`config.mk`:
```
export PLATFORM = sky130hd
export DESIGN_NAME = mips32_prog_loader
export DESIGN_NICKNAME = d
export VERILOG_FILES = /design/src/rtl/mips32_prog_loader.sv
export SDC_FILE = /design/constraint.sdc
export NUM_CORES = 1
export LEC_CHECK = 0
export ABC_CLOCK_PERIOD_IN_PS = 4100
export BUFFER_PORTS_ARGS = -buffer_cell sky130_fd_sc_hd__buf_4
export CAP_MARGIN = 40
export CORE_MARGIN = 2
export CORE_UTILIZATION = 36
export CTS_CLUSTER_DIAMETER = 120
export DETAILED_ROUTE_END_ITERATION = 8
export HOLD_SLACK_MARGIN = 0.08
export SLEW_MARGIN = 20
export SYNTH_ARGS = -nofsm -noshare
export SYNTH_HDL_FRONTEND = slang
export SYNTH_SLANG_ARGS = --single-unit
```
`constraint.sdc`:
```
create_clock -name clk1 -period 4.1 [get_ports clk1]
set_input_delay 0 -clock clk1 [delete_from_list [all_inputs] [get_ports clk1]]
set_output_delay 0 -clock clk1 [all_outputs]
set_load 0.03 [all_outputs]
```
`src/rtl/mips32_prog_loader.sv`:
```
// Byte-stream program loader for mips32: parses framed images into 32-bit memory writes,
// holds the CPU halted while loading and releases it with a start PC once the checksum matches.
module mips32_prog_loader #(
    parameter int          ADDR_W = 10,
    parameter logic [7:0]  SYNC   = 8'hA5
) (
    input  logic              clk1,
    input  logic              rst,
    input  logic              in_valid,
    input  logic [7:0]        in_data,
    output logic              in_ready,
    output logic              mem_we,
    output logic [ADDR_W-1:0] mem_addr,
    output logic [31:0]       mem_wdata,
    output logic              cpu_hold,
    output logic              cpu_start,
    output logic [ADDR_W-1:0] start_pc,
    output logic              err
);

    typedef enum logic [2:0] {
        S_IDLE, S_A_HI, S_A_LO, S_C_HI, S_C_LO, S_DATA, S_CHK, S_RUN
    } state_t;

    state_t              state_q;
    logic [7:0]          ahi_q;
    logic [7:0]          chi_q;
    logic [ADDR_W-1:0]   base_q;
    logic [ADDR_W-1:0]   waddr_q;
    logic [15:0]         cnt_q;
    logic [1:0]          bcnt_q;
    logic [31:0]         word_q;
    logic [7:0]          xor_q;

    logic                mem_we_q;
    logic [ADDR_W-1:0]   mem_addr_q;
    logic [31:0]         mem_wdata_q;
    logic                cpu_hold_q;
    logic                cpu_start_q;
    logic [ADDR_W-1:0]   start_pc_q;
    logic                err_q;

    logic [31:0]         word_d;
    logic [ADDR_W-1:0]   base_d;
    logic [15:0]         cnt_d;
    logic [7:0]          xor_d;

    assign word_d = {word_q[23:0], in_data};
    assign base_d = ADDR_W'({ahi_q, in_data});
    assign cnt_d  = {chi_q, in_data};
    assign xor_d  = xor_q ^ in_data;

    always_ff @(posedge clk1 or posedge rst) begin
        if (rst) begin
            state_q     <= S_IDLE;
            ahi_q       <= '0;
            chi_q       <= '0;
            base_q      <= '0;
            waddr_q     <= '0;
            cnt_q       <= '0;
            bcnt_q      <= '0;
            word_q      <= '0;
            xor_q       <= '0;
            mem_we_q    <= 1'b0;
            mem_addr_q  <= '0;
            mem_wdata_q <= '0;
            cpu_hold_q  <= 1'b1;
            cpu_start_q <= 1'b0;
            start_pc_q  <= '0;
            err_q       <= 1'b0;
        end else begin
            mem_we_q    <= 1'b0;
            cpu_start_q <= 1'b0;
            if (in_valid) begin
                case (state_q)
                    S_IDLE: begin
                        if (in_data == SYNC) begin
                            state_q <= S_A_HI;
                            err_q   <= 1'b0;
                            xor_q   <= '0;
                        end
                    end
                    S_A_HI: begin
                        ahi_q   <= in_data;
                        xor_q   <= xor_d;
                        state_q <= S_A_LO;
                    end
                    S_A_LO: begin
                        base_q  <= base_d;
                        waddr_q <= base_d;
                        xor_q   <= xor_d;
                        state_q <= S_C_HI;
                    end
                    S_C_HI: begin
                        chi_q   <= in_data;
                        xor_q   <= xor_d;
                        state_q <= S_C_LO;
                    end
                    S_C_LO: begin
                        cnt_q   <= cnt_d;
                        bcnt_q  <= '0;
                        xor_q   <= xor_d;
                        state_q <= (cnt_d != 16'd0) ? S_DATA : S_CHK;
                    end
                    S_DATA: begin
                        word_q <= word_d;
                        xor_q  <= xor_d;
                        bcnt_q <= bcnt_q + 2'd1;
                        // Fourth byte completes the word: emit it and advance (address wraps naturally).
                        if (bcnt_q == 2'd3) begin
                            mem_we_q    <= 1'b1;
                            mem_addr_q  <= waddr_q;
                            mem_wdata_q <= word_d;
                            waddr_q     <= waddr_q + 1'b1;
                            cnt_q       <= cnt_q - 16'd1;
                            if (cnt_q == 16'd1) begin
                                state_q <= S_CHK;
                            end
                        end
                    end
                    S_CHK: begin
                        if (in_data == xor_q) begin
                            state_q     <= S_RUN;
                            start_pc_q  <= base_q;
                            cpu_hold_q  <= 1'b0;
                            cpu_start_q <= 1'b1;
                        end else begin
                            state_q <= S_IDLE;
                            err_q   <= 1'b1;
                        end
                    end
                    S_RUN: begin
                        // A new SYNC halts the CPU again while it is reloaded.
                        if (in_data == SYNC) begin
                            state_q    <= S_A_HI;
                            cpu_hold_q <= 1'b1;
                            err_q      <= 1'b0;
                            xor_q      <= '0;
                        end
                    end
                    default: state_q <= S_IDLE;
                endcase
            end
        end
    end

    assign in_ready  = 1'b1;
    assign mem_we    = mem_we_q;
    assign mem_addr  = mem_addr_q;
    assign mem_wdata = mem_wdata_q;
    assign cpu_hold  = cpu_hold_q;
    assign cpu_start = cpu_start_q;
    assign start_pc  = start_pc_q;
    assign err       = err_q;

endmodule

```
Yosys cells after proc, flatten, opt, wreduce, memory -nomap -nowiden
Cells that the tools add are included.
- register bits: 139
- input bits: 11
- logic and storage cells: 84
- bitwise gates (word level): 1
- reduce and logical (&&, ||, !) cells: 22
- $add $sub $neg: 3
- equality and inequality tests: 17
- multiplexer cells: 25
- operators with widths (kind ; number):
    $pmux W16 S2 ; 1
    $pmux W3 S7 ; 1
    $pmux W10 S2 ; 1
    $eq A16 B1 Y1 const B ; 1
    $mux W16 ; 1
    $pmux W8 S2 ; 1
    $reduce_bool A16 Y1 ; 1
    $sub A16 B1 Y16 const B ; 1
    $reduce_and A3 Y1 ; 5
    $eq A3 B3 Y1 const B ; 4
    $mux W3 ; 4
    $reduce_and A4 Y1 ; 3
    $add A10 B1 Y10 const B ; 1
    $mux W1 ; 10
    $mux W10 ; 1
    $ne A2 B2 Y1 const B ; 5
    $reduce_and A2 Y1 ; 5
    $reduce_bool A2 Y1 ; 5
    $eq A8 B8 Y1 ; 1
    $eq A8 B8 Y1 const B ; 1
    $mux W8 ; 1
    $xor A8 B8 Y8 ; 1
    $eq A3 B2 Y1 const B ; 2
    $reduce_or A5 Y1 ; 1
    9 further kinds ; 10

Longest topological paths before layout
- depth after elaboration: 4
- gate-level depth with buffers: 8
- mapped depth without buffers: 6

Worst setup path after synthesis
No wires, ideal clock.
- path kind: register -> register
- start: register cnt_q[12]
- end: register state_q[1]
- slack: 2.277 ns
- buffers on the path: 0
- arrival time: 1.696 ns
- library setup time: 0.128 ns
- cell stages (with the launch flop): 6
- required time: 3.972 ns
- cells stage by stage: dfrtp_1 -> or3_4 -> and4bb_1 -> a31oi_1 -> a211o_1 -> mux2_1
- cells in the longest elaborated chain, start to end: 3
- RTL lines (what ; line ; text):
    from (decl) ; 30 ; logic [15:0] cnt_q;
    from (signal assigned) ; 100 ; cnt_q <= cnt_d;
    from (signal assigned) ; 115 ; cnt_q <= cnt_q - 16'd1;
    $eq A16 B1 Y1 ; 116 ; if (cnt_q == 16'd1) begin
    $ne A2 B2 Y1 (no line) ; -- ;
    $reduce_and A4 Y1 (no line) ; -- ;
    to (signal assigned) ; 103 ; state_q <= (cnt_d != 16'd0) ? S_DATA : S_CHK;
    to (decl) ; 25 ; state_t state_q;
No other way between the ends.
A chain may end at the register's enable or synchronous reset.

Final worst setup path
- start: register state_q[0]
- end: register waddr_q[9]
- cells in the longest elaborated chain, start to end: 3
- elaborated cells on any way between the ends: 6
- those cells by class: eq/ne: 3; mux: 1; reduce/logical: 2
- RTL lines (what ; line ; text):
    $eq A3 B3 Y1 or $eq A3 B2 Y1 (tied branches) ; 75 ; case (state_q)
    $ne A2 B2 Y1 (no line) or $reduce_bool A2 Y1 (tied branches) ; -- ;
    $reduce_and A3 Y1 (no line) ; -- ;
    to (signal assigned) ; 90 ; waddr_q <= base_d;
    to (signal assigned) ; 114 ; waddr_q <= waddr_q + 1'b1;
    to (decl) ; 29 ; logic [ADDR_W-1:0] waddr_q;
Parallel ways exist; a longest one is shown, timed or not.

==> metrics <==
Worst Max-Slew Pin Slew between 0.8 and 0.9 ns; Worst setup EP type flip-flop; Pre-antenna DRT Iters 5; Setup TNS Final 0 ns; number of CTS-inserted buffers 17; TritonCTS clock tree done; Clock transition at path regs about 0.06 ns; worst path bufs/invs 1; CP delay by family, top simple AND/OR/NAND/NOR gates; # diodes 0; Final Max Slew Viols 0; Buffers on Ports 66; Fmax 0.330 GHz; crit-path cells and3b_1, buf_4, a22o_1, and2_1, nand3_1, o311ai_1; syn_area_per_cell between 10 and 15 um^2; cell area after synthesis approximately 6300 um^2; Via Count roughly 4,400; CTS H-Tree Depth 4; Pwr Density around 700 nW/um^2; crit path kind reg -> reg; cell count after placement 788; Critical Path Source Type flip-flop; CP required about 4.4 ns; Max IR drop VDD around 0.31 mV; Antenna Nets Post-Route 0; Core Footprint roughly 17,000 um^2; starting DRC count in detailed routing about 210; vias in the first global route between 4,000 and 5,000; fin cells between 800 and 900; Synth-to-Final Area Change 23.2%; Die W roughly 140 um; die area between 15,000 and 20,000 um^2; # IOs just under 70; Vias/cell 5.30; clk_lat worst skew 0.42 ns; crit path DAT 3.34 ns; first-pass GRT wire length 23,700 um; CTS root buffer clkbuf_16; fillers roughly 1,600; Pwr Total roughly 5.3 mW; layout cells sized above 1 between 20% and 30%; Leakage about 3.6 nW; Syn Inst Count 525; crit path max fanout 27; clock sinks between 100 and 150; EDFF count, synth 0; ys async rst share 100%; Final #Nets slightly above 600; syn nets 540; global placement routability congestion 0.878; r2r worst-path depth 6; share of Yosys cell area claimed by the top area cell type a little under three fifths; num rows 48; global route total overflow 0; hold slack between 0.09 and 0.1 ns; RSZ-0062 raised after global routing no; post-synth cell types slightly below 60; slowest CP cell dfrtp_1; max cap viols 0; maximum clock insertion buffer count 2; largest net degree at the start of global routing 72; Yosys top cell by area dfrtp_1; Final Hold Vio Count 0; Layout Utilization between 40% and 50%; Hold Path Class in -> async; WP depth 6; GR Util All Layers about 17%; Period minus WS final roughly 3.0 ns; post-synthesis sequential area ratio 55.6%; Yosys warning count 0; Worst Skew roughly 0.0066 ns; max_slew headroom between 40 and 50%; main flop type after synthesis dfrtp_1; drt total wl approximately 14,000 um; drt drc 0; Yosys reg bits between 100 and 150; largest cells by area after synthesis dfrtp_1, mux2_2, mux2_1; initial antenna violation count 0; max incr delay on CP 0.90 ns; Die Ht 136 um; Final period util 73.8%; # setup viols final 0; detailed placement HPWL roughly 9400 um; outcome complete, no violations; routed len/inst between 15 and 20 um; Initial Util between 30 and 40%
[placed cells by master, fill, tap and decap left out, drive strengths merged, types with 3 or more instances in the layout]
master / instances
a21boi: 3
a21oi: 31
a22o: 3
a31oi: 7
and2: 4
and3: 3
buf: 73
bufinv: 5
clkbuf: 21
clkinv: 5
dfrtp: 138
dlygate4sd3: 10
ha: 4
inv: 10
mux2: 95
nand2: 34
nand2b: 14
nand3: 12
nand4: 12
nor2: 18
nor4: 8
o21ai: 39
o22ai: 5
o2bb2ai: 9
o32ai: 3
or2: 3
xnor2: 4
[metal layers]
| metal | vias up | GRT usage [%] | routed length (um) |
|---|---|---|---|
| met1 | 2222 | 23.0 | 6480 |
| li1 | 2038 | - | - |
| met3 | 19 | 3.73 | 671 |
| met2 | 124 | 26.2 | 6790 |
| met4 | 0 | 6.71 | 248 |
| met5 | - | 0 | 0 |
[cell usage after synthesis (all sizes together) (2+ instances only)]
| cell type | n |
|---|---|
| clkbuf | 12 |
| o22a | 2 |
| o21ai | 39 |
| ha | 4 |
| xnor2 | 4 |
| o2bb2ai | 9 |
| or3 | 2 |
| a21oi | 31 |
| mux2i | 2 |
| nor2 | 18 |
| nor4 | 8 |
| a2bb2oi | 2 |
| nand3b | 2 |
| o32ai | 3 |
| inv | 10 |
| buf | 23 |
| nand2b | 14 |
| nor3 | 2 |
| a31oi | 7 |
| nor3b | 2 |
| a21o | 2 |
| mux2 | 95 |
| dfrtp | 138 |
| nand2 | 34 |
| o22ai | 5 |
| and3 | 3 |
| a21boi | 3 |
| and2 | 4 |
| a22o | 3 |
| nand3 | 12 |
| or2 | 3 |
| nand4 | 12 |
[registers in the layout (all words and copies together), names as in the netlist]
register	cells
xor_q	8
chi_q	8
err	1
mem_wdata	32
cpu_start	1
state_q	3
bcnt_q	2
mem_addr	10
waddr_q	10
base_q	10
cnt_q	16
mem_we	1
start_pc	10
ahi_q	2
word_q	24
cpu_hold	1
[tightest hold or removal path, cell delays in order]
cell,delay [ns]
dlygate4sd3_1,0.54
buf_4,0.15
inv_6,0.21
[final timing paths]
path | startpoint | slack [ns] | endpoint
worst max-delay path | state_q[0]$_DFFE_PP0P_ | 1.07 | waddr_q[9]$_DFFE_PP0P_
worst min-delay path | rst | 0.09 | mem_wdata[21]$_DFFE_PP0P_
worst max register to register | state_q[0]$_DFFE_PP0P_ | 1.07 | waddr_q[9]$_DFFE_PP0P_
worst min register to register | word_q[22]$_DFFE_PP0P_ | 0.48 | mem_wdata[30]$_DFFE_PP0P_
max in group asynchronous | rst | 3.17 | waddr_q[1]$_DFFE_PP0P_
min in group clk1 | word_q[22]$_DFFE_PP0P_ | 0.48 | mem_wdata[30]$_DFFE_PP0P_
[power breakdown]
part | leakage, nW | switching, mW | internal, mW
sequential | 1.79 | 0.444 | 1.82
clock | 0.323 | 0.576 | 1.13
combinational | 1.49 | 0.716 | 0.653
[stage by stage]
step / area (um^2) / worst slack, ns
after global placement: 6890 / 1.31
final: 7710 / 1.07
after detailed placement: 6950 / 1.21
after CTS: 7710 / 1.15
after floorplan: 6250 / 0.377
after global routing: 7710 / 0.836
[logic make-up after synthesis]
| logic type | Yosys count | synth area share, % |
|---|---|---|
| XOR/XNOR | 4 | 0.560 |
| adder cells (fa/ha/maj) | 4 | 0.800 |
| other | 1 | 0.0600 |
| AND/OR/NAND/NOR | 121 | 10.8 |
| buffers and inverters | 45 | 3.52 |
| multiplexers | 97 | 17.4 |
| flip-flops | 139 | 55.6 |
| AO/OA/AOI/OAI | 114 | 11.2 |
[what timing repair did]
item | in CTS | in global routing
setup buffers | 0 | 0
resized for setup | 0 | 0
hold buffers | 10 | 0
hold endpoints to repair | 194 | 0
[final cells by class]
class / instances / area (um^2) / share of cell area, %
flip-flops and latches: 139 / 3480 / 45.1
multi-input cells: 341 / 2550 / 33.1
repair buffers: 83 / 688 / 8.93
clock buffers: 21 / 470 / 6.10
well taps: 225 / 282 / 3.65
clock inverters: 11 / 190 / 2.47
inverters: 10 / 42.5 / 0.552
Power figures use the tool's default switching activity.
